File: src/rtl/pkt_uart_tx.sv
`default_nettype none
// ----------------------------------------------------------------------------
// pkt_uart_tx : bos host-link frame builder with an 8N1 UART serializer.
// Optional macro PKT_TX_GAP_EN appends 3 bit-times of idle after each char.
// Revision: 1.0
// ----------------------------------------------------------------------------
module pkt_uart_tx #(
  parameter int unsigned CLK_HZ  = 48000000,
  parameter int unsigned BAUD    = 115200,
  parameter logic [7:0]  PREFIX  = 8'hDD,
  parameter logic [7:0]  MY_ADDR = 8'h01
) (
  input  logic       fpga_clk_48,
  input  logic       n_rst,
  input  logic       start,
  input  logic [7:0] dest,
  input  logic [7:0] len,
  input  logic [7:0] data,
  input  logic       data_valid,
  output logic       data_ready,
  output logic       busy,
  output logic       done,
  output logic       tx
);

  localparam int unsigned DIV   = CLK_HZ / BAUD;
  localparam int unsigned CNT_W = $clog2(3 * DIV + 1);
  // The final cycle of every character tail is spent in S_IDLE_BIT, where the
  // framer loads the next byte so characters stay exactly back-to-back.
`ifdef PKT_TX_GAP_EN
  localparam int unsigned TAIL_LAST = 3 * DIV - 2;
`else
  localparam int unsigned TAIL_LAST = DIV - 2;
`endif

  typedef enum logic [2:0] {
    F_IDLE, F_PREFIX, F_SRC, F_DST, F_LEN, F_DATA, F_CRC
  } frm_e;

  typedef enum logic [2:0] {
    S_IDLE_BIT, S_START, S_BITS, S_STOP
`ifdef PKT_TX_GAP_EN
    , S_GAP
`endif
  } ser_e;

  frm_e             frm_q, frm_d;
  ser_e             ser_q, ser_d;
  logic [CNT_W-1:0] cnt_q, cnt_d;
  logic [2:0]       bit_q, bit_d;
  logic [7:0]       shift_q, shift_d;
  logic             tx_q, tx_d;
  logic [7:0]       dest_q, dest_d;
  logic [7:0]       len_q, len_d;
  logic [7:0]       crc_q, crc_d;
  logic [7:0]       pay_q, pay_d;
  logic             crc_sent_q, crc_sent_d;
  logic             done_q, done_d;

  logic             w_ser_idle;
  logic             w_char_end;
  logic             w_load;
  logic [7:0]       w_load_byte;

  assign w_ser_idle = (ser_q == S_IDLE_BIT);
`ifdef PKT_TX_GAP_EN
  assign w_char_end = (ser_q == S_GAP)  && (cnt_q == CNT_W'(TAIL_LAST));
`else
  assign w_char_end = (ser_q == S_STOP) && (cnt_q == CNT_W'(TAIL_LAST));
`endif

  assign data_ready = (frm_q == F_DATA) && w_ser_idle;
  assign busy       = (frm_q != F_IDLE);
  assign done       = done_q;
  assign tx         = tx_q;

  always_comb begin
    frm_d       = frm_q;
    dest_d      = dest_q;
    len_d       = len_q;
    crc_d       = crc_q;
    pay_d       = pay_q;
    crc_sent_d  = crc_sent_q;
    done_d      = 1'b0;
    w_load      = 1'b0;
    w_load_byte = 8'h00;
    case (frm_q)
      F_IDLE: begin
        if (start) begin
          frm_d       = F_PREFIX;
          dest_d      = dest;
          len_d       = len;
          crc_d       = 8'h00;
          pay_d       = 8'h00;
          crc_sent_d  = 1'b0;
          w_load      = 1'b1;
          w_load_byte = PREFIX;
        end
      end
      F_PREFIX: if (w_char_end) frm_d = F_SRC;
      F_SRC: begin
        if (w_ser_idle) begin
          w_load      = 1'b1;
          w_load_byte = MY_ADDR;
        end
        if (w_char_end) frm_d = F_DST;
      end
      F_DST: begin
        if (w_ser_idle) begin
          w_load      = 1'b1;
          w_load_byte = dest_q;
        end
        if (w_char_end) frm_d = F_LEN;
      end
      F_LEN: begin
        if (w_ser_idle) begin
          w_load      = 1'b1;
          w_load_byte = len_q;
        end
        if (w_char_end) frm_d = (len_q != 8'h00) ? F_DATA : F_CRC;
      end
      F_DATA: begin
        if (data_ready && data_valid) begin
          w_load      = 1'b1;
          w_load_byte = data;
          crc_d       = crc_q ^ data;
          pay_d       = pay_q + 8'd1;
        end
        // pay_q counts accepted bytes, so it reaches 255 without wrapping
        if (w_char_end) frm_d = (pay_q == len_q) ? F_CRC : F_DATA;
      end
      F_CRC: begin
        if (w_ser_idle) begin
          if (!crc_sent_q) begin
            w_load      = 1'b1;
            w_load_byte = crc_q;
            crc_sent_d  = 1'b1;
          end else begin
            frm_d  = F_IDLE;
            done_d = 1'b1;
          end
        end
      end
      default: frm_d = F_IDLE;
    endcase
  end

  always_comb begin
    ser_d   = ser_q;
    cnt_d   = cnt_q;
    bit_d   = bit_q;
    shift_d = shift_q;
    case (ser_q)
      S_IDLE_BIT: begin
        if (w_load) begin
          ser_d   = S_START;
          cnt_d   = '0;
          shift_d = w_load_byte;
        end
      end
      S_START: begin
        if (cnt_q == CNT_W'(DIV - 1)) begin
          ser_d = S_BITS;
          cnt_d = '0;
          bit_d = 3'd0;
        end else begin
          cnt_d = cnt_q + CNT_W'(1);
        end
      end
      S_BITS: begin
        if (cnt_q == CNT_W'(DIV - 1)) begin
          cnt_d = '0;
          if (bit_q == 3'd7) begin
            ser_d = S_STOP;
          end else begin
            bit_d   = bit_q + 3'd1;
            shift_d = {1'b0, shift_q[7:1]};
          end
        end else begin
          cnt_d = cnt_q + CNT_W'(1);
        end
      end
`ifdef PKT_TX_GAP_EN
      S_STOP: begin
        if (cnt_q == CNT_W'(DIV - 1)) begin
          ser_d = S_GAP;
          cnt_d = '0;
        end else begin
          cnt_d = cnt_q + CNT_W'(1);
        end
      end
      S_GAP: begin
        if (w_char_end) begin
          ser_d = S_IDLE_BIT;
          cnt_d = '0;
        end else begin
          cnt_d = cnt_q + CNT_W'(1);
        end
      end
`else
      S_STOP: begin
        if (w_char_end) begin
          ser_d = S_IDLE_BIT;
          cnt_d = '0;
        end else begin
          cnt_d = cnt_q + CNT_W'(1);
        end
      end
`endif
      default: ser_d = S_IDLE_BIT;
    endcase
  end

  assign tx_d = (ser_d == S_START) ? 1'b0 :
                (ser_d == S_BITS)  ? shift_d[0] : 1'b1;

  always_ff @(posedge fpga_clk_48 or negedge n_rst) begin
    if (!n_rst) begin
      frm_q      <= F_IDLE;
      ser_q      <= S_IDLE_BIT;
      cnt_q      <= '0;
      bit_q      <= 3'd0;
      shift_q    <= 8'h00;
      tx_q       <= 1'b1;
      dest_q     <= 8'h00;
      len_q      <= 8'h00;
      crc_q      <= 8'h00;
      pay_q      <= 8'h00;
      crc_sent_q <= 1'b0;
      done_q     <= 1'b0;
    end else begin
      frm_q      <= frm_d;
      ser_q      <= ser_d;
      cnt_q      <= cnt_d;
      bit_q      <= bit_d;
      shift_q    <= shift_d;
      tx_q       <= tx_d;
      dest_q     <= dest_d;
      len_q      <= len_d;
      crc_q      <= crc_d;
      pay_q      <= pay_d;
      crc_sent_q <= crc_sent_d;
      done_q     <= done_d;
    end
  end

endmodule
`default_nettype wire

File: config.mk
export PLATFORM = sky130hd
export DESIGN_NAME = pkt_uart_tx
export DESIGN_NICKNAME = d
export VERILOG_FILES = /design/src/rtl/pkt_uart_tx.sv
export SDC_FILE = /design/constraint.sdc
export NUM_CORES = 1
export LEC_CHECK = 0
export ABC_CLOCK_PERIOD_IN_PS = 2700
export BUFFER_PORTS_ARGS = -buffer_cell sky130_fd_sc_hd__buf_2
export CORE_UTILIZATION = 46
export CTS_BUF_LIST = sky130_fd_sc_hd__clkbuf_16
export CTS_CLUSTER_DIAMETER = 60
export CTS_CLUSTER_SIZE = 30
export DETAILED_ROUTE_END_ITERATION = 6
export SLEW_MARGIN = 20
export SYNTH_ARGS = -nofsm -noshare
export SYNTH_HDL_FRONTEND = slang
export SYNTH_SLANG_ARGS = --single-unit
export TNS_END_PERCENT = 20
File: constraint.sdc
create_clock -name fpga_clk_48 -period 2.7 [get_ports fpga_clk_48]
set_input_delay 0 -clock fpga_clk_48 [delete_from_list [all_inputs] [get_ports fpga_clk_48]]
set_output_delay 0 -clock fpga_clk_48 [all_outputs]
set_load 0.01 [all_outputs]
==> flow_summary.html <==
<table>
<tr><th>Metric</th><th>Value</th></tr>
<tr><th colspan="2">Worst hold path</th></tr>
<tr><td>Destination of the worst hold path</td><td>shift_q[7]$_DFFE_PN0P_</td></tr>
<tr><td>Hold path startpoint</td><td>data[7]</td></tr>
<tr><td>Kind of path behind the tightest hold check</td><td>primary input to flop</td></tr>
<tr><td>Hold path depth</td><td>3</td></tr>
<tr><th colspan="2">Detailed routing</th></tr>
<tr><td>Detailed router's first-iteration violation count</td><td>~170</td></tr>
<tr><td>Met2 Routed Length</td><td>3790 um</td></tr>
<tr><td>Post-route antenna net violation count</td><td>0</td></tr>
<tr><td>Wl on met1</td><td>between 3000 and 4000 um</td></tr>
<tr><td>Via-to-Cell Ratio</td><td>about 5.6</td></tr>
<tr><td>Uppermost routed layer</td><td>met4</td></tr>
<tr><td>First-pass detailed-route iteration total</td><td>4</td></tr>
<tr><td>Total routed wirelength</td><td>8010 um</td></tr>
<tr><td>Wire length per cell after detailed routing</td><td>roughly 16 um</td></tr>
<tr><td>DRC errors left</td><td>0</td></tr>
<tr><td>Sum of met3 wire segment lengths after detailed routing</td><td>about 230 um</td></tr>
<tr><td>Total number of vias</td><td>2811</td></tr>
<tr><th colspan="2">Global routing</th></tr>
<tr><td>Pin count of the biggest net entering global routing</td><td>64</td></tr>
<tr><td>Antenna violations before repair</td><td>0</td></tr>
<tr><td>Number of global-route vias before repair</td><td>between 2000 and 3000</td></tr>
<tr><td>First-pass GRT wire length</td><td>13500 um</td></tr>
<tr><td>Global-route usage over all layers</td><td>around 22%</td></tr>
<tr><td>Sum of overflow across all layers after global routing</td><td>0</td></tr>
<tr><th colspan="2">Clocking</th></tr>
<tr><td>Number of buffers inserted during clock tree synthesis</td><td>9</td></tr>
<tr><td>Number of instances resized during post-cts repair</td><td>0</td></tr>
<tr><td>Number of H-tree levels</td><td>3</td></tr>
<tr><td>Insertion delay to the later sink of the worst-skew pair</td><td>0.32 ns</td></tr>
<tr><td>CTS tree</td><td>done</td></tr>
<tr><td>Number of setup buffers added after CTS</td><td>0</td></tr>
<tr><td>Clock Tree Root</td><td>clkbuf_16</td></tr>
<tr><td>CTS clk-pin slew, worst paths</td><td>about 0.05 ns</td></tr>
<tr><td>Number of sinks handled by clock tree synthesis</td><td>63</td></tr>
<tr><td>Clock tree buffer depth</td><td>2</td></tr>
<tr><th colspan="2">Synth</th></tr>
<tr><td>Share of synthesized area occupied by flip-flops and latches</td><td>between 40% and 50%</td></tr>
<tr><td>Number of flops mapped to enable cells by yosys</td><td>0</td></tr>
<tr><td>Number of library cell types mapped by synthesis</td><td>between 50 and 60</td></tr>
<tr><td>Synth Net Count</td><td>about 390</td></tr>
<tr><td>Synthesized area</td><td>about 3500 um2</td></tr>
<tr><td>Top flip-flop cell by instance count after synthesis</td><td>dfrtp_1</td></tr>
<tr><td>Yosys warns</td><td>0</td></tr>
<tr><td>Post-synth ARST share</td><td>100%</td></tr>
<tr><td>Cell count after synthesis</td><td>between 300 and 400</td></tr>
<tr><td>Synthesized area divided by synthesized cell count</td><td>around 9.8 um2</td></tr>
<tr><td>Flops &amp; latches, synth</td><td>between 60 and 70</td></tr>
<tr><th colspan="2">STA</th></tr>
<tr><td>Setup TNS after final layout</td><td>0 ns</td></tr>
<tr><td>Least-Margin Pin Slew</td><td>between 0.8 and 0.9 ns</td></tr>
<tr><td>Final Hold Violating Endpoints</td><td>0</td></tr>
<tr><td>Final period utilization</td><td>a little over four fifths</td></tr>
<tr><td>Max-slew headroom at the worst pin</td><td>between 40% and 50%</td></tr>
<tr><td>Final setup slack of the worst path</td><td>roughly 0.42 ns</td></tr>
<tr><td>Unrepaired setup endpoints after global routing</td><td>false</td></tr>
<tr><td>Final Critical Period</td><td>2.28 ns</td></tr>
<tr><td>Max-slew violations</td><td>0</td></tr>
<tr><td>FMAX</td><td>about 0.44 GHz</td></tr>
<tr><td>Number of setup violations in the final report</td><td>0</td></tr>
<tr><td>Post-route clock skew</td><td>0.00622 ns</td></tr>
<tr><th colspan="2">Setup path</th></tr>
<tr><td>Capturing point of the worst reg2reg path</td><td>cnt_q[7]$_DFFE_PN0P_</td></tr>
<tr><td>Maximum cell stage delay along the critical path</td><td>around 0.63 ns</td></tr>
<tr><td>Endpoint kind of the worst setup timing path</td><td>flop</td></tr>
<tr><td>Critical path buffer and inverter count</td><td>0</td></tr>
<tr><td>Setup slack of the worst register-to-register path</td><td>around 0.42 ns</td></tr>
<tr><td>Cell-by-cell listing of the critical path</td><td>or4b_4 -&gt; o41ai_4 -&gt; o21ai_2 -&gt; a41oi_1 -&gt; a31oi_1</td></tr>
<tr><td>CP Launch Type</td><td>flop</td></tr>
<tr><td>Crit path max-delay cell type</td><td>or4b_4</td></tr>
<tr><td>Worst-path fanout max</td><td>15</td></tr>
<tr><td>Critical path data required time</td><td>about 2.9 ns</td></tr>
<tr><td>Kind of cell with the highest combined delay on the critical path</td><td>compound AO/OA/AOI/OAI gates</td></tr>
<tr><td>Crit Path Category</td><td>flop to flop</td></tr>
<tr><td>Critical path arrival</td><td>roughly 2.4 ns</td></tr>
<tr><td>Worst reg2reg path startpoint</td><td>cnt_q[5]$_DFFE_PN0P_</td></tr>
<tr><td>Depth of the most critical reg-to-reg path</td><td>5</td></tr>
<tr><td>Critical path depth</td><td>5</td></tr>
<tr><th colspan="2">Power and ir drop</th></tr>
<tr><td>Leakage dissipation</td><td>about 0.0018 uW</td></tr>
<tr><td>P_int</td><td>~1700 uW</td></tr>
<tr><td>Fraction of power spent switching nets</td><td>around 26%</td></tr>
<tr><td>Switching power</td><td>slightly above 600 uW</td></tr>
<tr><td>Max rail drop VDD</td><td>roughly 0.32 mV</td></tr>
<tr><td>Sequential share of power</td><td>a little under half</td></tr>
<tr><td>Ratio of total power to cell area</td><td>between 500 and 600 nW/um2</td></tr>
<tr><td>Combinational share of power</td><td>a little over a tenth</td></tr>
<tr><td>Proportion of power drawn by the clock network</td><td>a little over two fifths</td></tr>
<tr><th colspan="2">Floorplanning</th></tr>
<tr><td>Floorplan die height</td><td>around 90 um</td></tr>
<tr><td>Floorplan die width</td><td>between 80 and 90 um</td></tr>
<tr><td>Die area</td><td>8040 um2</td></tr>
<tr><td>Cell row count</td><td>31</td></tr>
<tr><td>Starting density of the core</td><td>roughly 48%</td></tr>
<tr><td>Top Ports</td><td>32</td></tr>
<tr><td>Total core area</td><td>7330 um2</td></tr>
<tr><th colspan="2">Status</th></tr>
<tr><td>Status</td><td>completed</td></tr>
<tr><th colspan="2">Cells and area</th></tr>
<tr><td>Fraction of final layout cells with drive strength greater than 1</td><td>about a fifth</td></tr>
<tr><td>NumNets Final</td><td>between 400 and 500</td></tr>
<tr><td>Number of filler instances in the final layout</td><td>663</td></tr>
<tr><td>Inserted Diodes</td><td>0</td></tr>
<tr><td>Area growth syn-to-layout</td><td>18.7%</td></tr>
<tr><td>Multi-input gate area in the final layout</td><td>about 1800 um2</td></tr>
<tr><td>Sequential cell area</td><td>about 1600 um2</td></tr>
<tr><th colspan="2">Place</th></tr>
<tr><td>Number of port buffers</td><td>31</td></tr>
<tr><td>Final weighted congestion in routability-driven placement</td><td>approximately 0.8</td></tr>
<tr><td>Final HPWL from detailed placement</td><td>around 5500 um</td></tr>
<tr><td>Worst slack after detailed placement</td><td>0.431 ns</td></tr>
<tr><th colspan="2">Run</th></tr>
<tr><td>Maxcap violations</td><td>0</td></tr>
</table>
## placed cells by master (no fill, tap or decap), types with 2 or more instances in the layout
cell | synthesis | layout
nor3_1 | 8 | 8
a31oi_1 | 8 | 8
and3_1 | 2 | 2
nand4_1 | 5 | 5
nand3_1 | 7 | 7
a41oi_1 | 3 | 3
xnor2_1 | 22 | 22
o22ai_1 | 2 | 2
nand2_1 | 29 | 29
o21ai_1 | 2 | 2
nand3b_1 | 5 | 5
nor3b_1 | 11 | 11
a221o_1 | 7 | 7
dfrtp_1 | 62 | 62
nand2b_1 | 4 | 4
mux2i_1 | 2 | 2
nor2_1 | 31 | 30
buf_4 | 0 | 7
inv_1 | 6 | 8
nor4_1 | 5 | 5
o21a_1 | 3 | 3
a221oi_1 | 7 | 7
a22o_1 | 4 | 4
and2_1 | 3 | 3
or3_1 | 5 | 5
a21oi_1 | 20 | 20
ha_1 | 5 | 5
clkbuf_16 | 0 | 9
or2_2 | 4 | 4
dlygate4sd3_1 | 0 | 17
nor2b_1 | 3 | 3
o41ai_4 | 2 | 2
buf_2 | 2 | 31
mux2_2 | 18 | 18
clkinv_2 | 0 | 2
clkinv_1 | 0 | 2
o21ai_0 | 17 | 17
## cells by family after synthesis
kind of cell / synth area share, %
fa+ha+maj: 1.77
compound gates: 18.1
mux: 6.30
buf+inv: 3.47
other cells: 0.106
flops: 44.7
xor+xnor: 5.45
simple gates: 20.2
## layer usage
| layer | up-vias | global-route usage (%) |
|---|---|---|
| met3 | 8 | 3.38 |
| met4 | 0 | 8.23 |
| met5 | - | 0 |
| li1 | 1403 | - |
| met1 | 1358 | 31.9 |
| met2 | 42 | 34.9 |
## cells in the mapped netlist, drive strengths merged (2+ instances only)
| library cell | count | area (um2) |
|---|---|---|
| a21oi | 20 | 100 |
| a221o | 7 | 70.1 |
| a221oi | 7 | 61.3 |
| a22o | 4 | 35.0 |
| a31oi | 8 | 50.1 |
| a41oi | 3 | 26.3 |
| and2 | 3 | 18.8 |
| and3 | 2 | 12.5 |
| buf | 6 | 32.5 |
| clkbuf | 18 | 67.6 |
| dfrtp | 62 | 1550 |
| ha | 5 | 62.6 |
| inv | 6 | 22.5 |
| mux2 | 18 | 203 |
| mux2i | 2 | 20.0 |
| nand2 | 29 | 109 |
| nand2b | 4 | 25.0 |
| nand3 | 7 | 35.0 |
| nand3b | 5 | 37.5 |
| nand4 | 5 | 31.3 |
| nor2 | 31 | 116 |
| nor2b | 3 | 18.8 |
| nor3 | 9 | 56.3 |
| nor3b | 12 | 101 |
| nor4 | 5 | 31.3 |
| o21a | 3 | 22.5 |
| o21ai | 20 | 104 |
| o22ai | 2 | 12.5 |
| o41ai | 3 | 63.8 |
| or2 | 4 | 25.0 |
| or3 | 5 | 31.3 |
| xnor2 | 22 | 193 |
## stage by stage
stage	hold WS, ns	power (uW)	instances	cell area, um2	utilization [%]
after floorplan	-0.296	1250	359	3530	-
after global placement	0.229	1330	472	3770	51.4
after detailed placement	0.226	1340	472	3770	51.4
after CTS	0.0223	2370	505	4200	57.2
after global routing	0.0688	2450	505	4200	57.2
final	0.0247	2340	505	4200	57.2
## area by class of cell
cell class                      count  area share, %
Clock buffer                        9           5.37
Clock inverter                      7          0.775
Inverter                            6          0.537
Multi-Input combinational cell    266           43.8
Sequential cell                    63           37.6
Tap cell                           99           2.95
Timing Repair Buffer               55           9.01
## worst min-delay path, stage by stage
cell	delay (ns)
buf_2	0.09
a21oi_1	0.07
o21ai_0	0.15
## power groups by stage
stage | logic (uW) | registers, uW | clock network [uW]
2_1_floorplan | 179 | 1070 | 0
5_1_grt | 282 | 1110 | 1060
3_5_place_dp | 230 | 1110 | 0
4_1_cts | 250 | 1090 | 1030
3_3_place_gp | 228 | 1110 | 0
6_report | 248 | 1090 | 1000
## flip-flops by register name, indices dropped and copies added (netlist names)
name and count:
pay_q 8, tx 1, ser_q 3, crc_sent_q 1
dest_q 8, cnt_q 11, len_q 8, crc_q 8
frm_q 3, done 1, shift_q 8, bit_q 3
## timing repair
item	in CTS	in global routing
hold buffers	17	0
endpoints found under the hold margin	78	0
setup endpoints to repair	0	0
## worst max-delay path by stage
stage | startpoint | end
finish | cnt_q[5]$_DFFE_PN0P_ | cnt_q[7]$_DFFE_PN0P_
global route | cnt_q[5]$_DFFE_PN0P_ | cnt_q[7]$_DFFE_PN0P_
CTS | cnt_q[5]$_DFFE_PN0P_ | cnt_q[7]$_DFFE_PN0P_
detailed placement | cnt_q[5]$_DFFE_PN0P_ | cnt_q[4]$_DFFE_PN0P_
global placement | cnt_q[5]$_DFFE_PN0P_ | cnt_q[4]$_DFFE_PN0P_
floorplan | cnt_q[5]$_DFFE_PN0P_ | cnt_q[10]$_DFFE_PN0P_
Power figures use the tool's default switching activity.
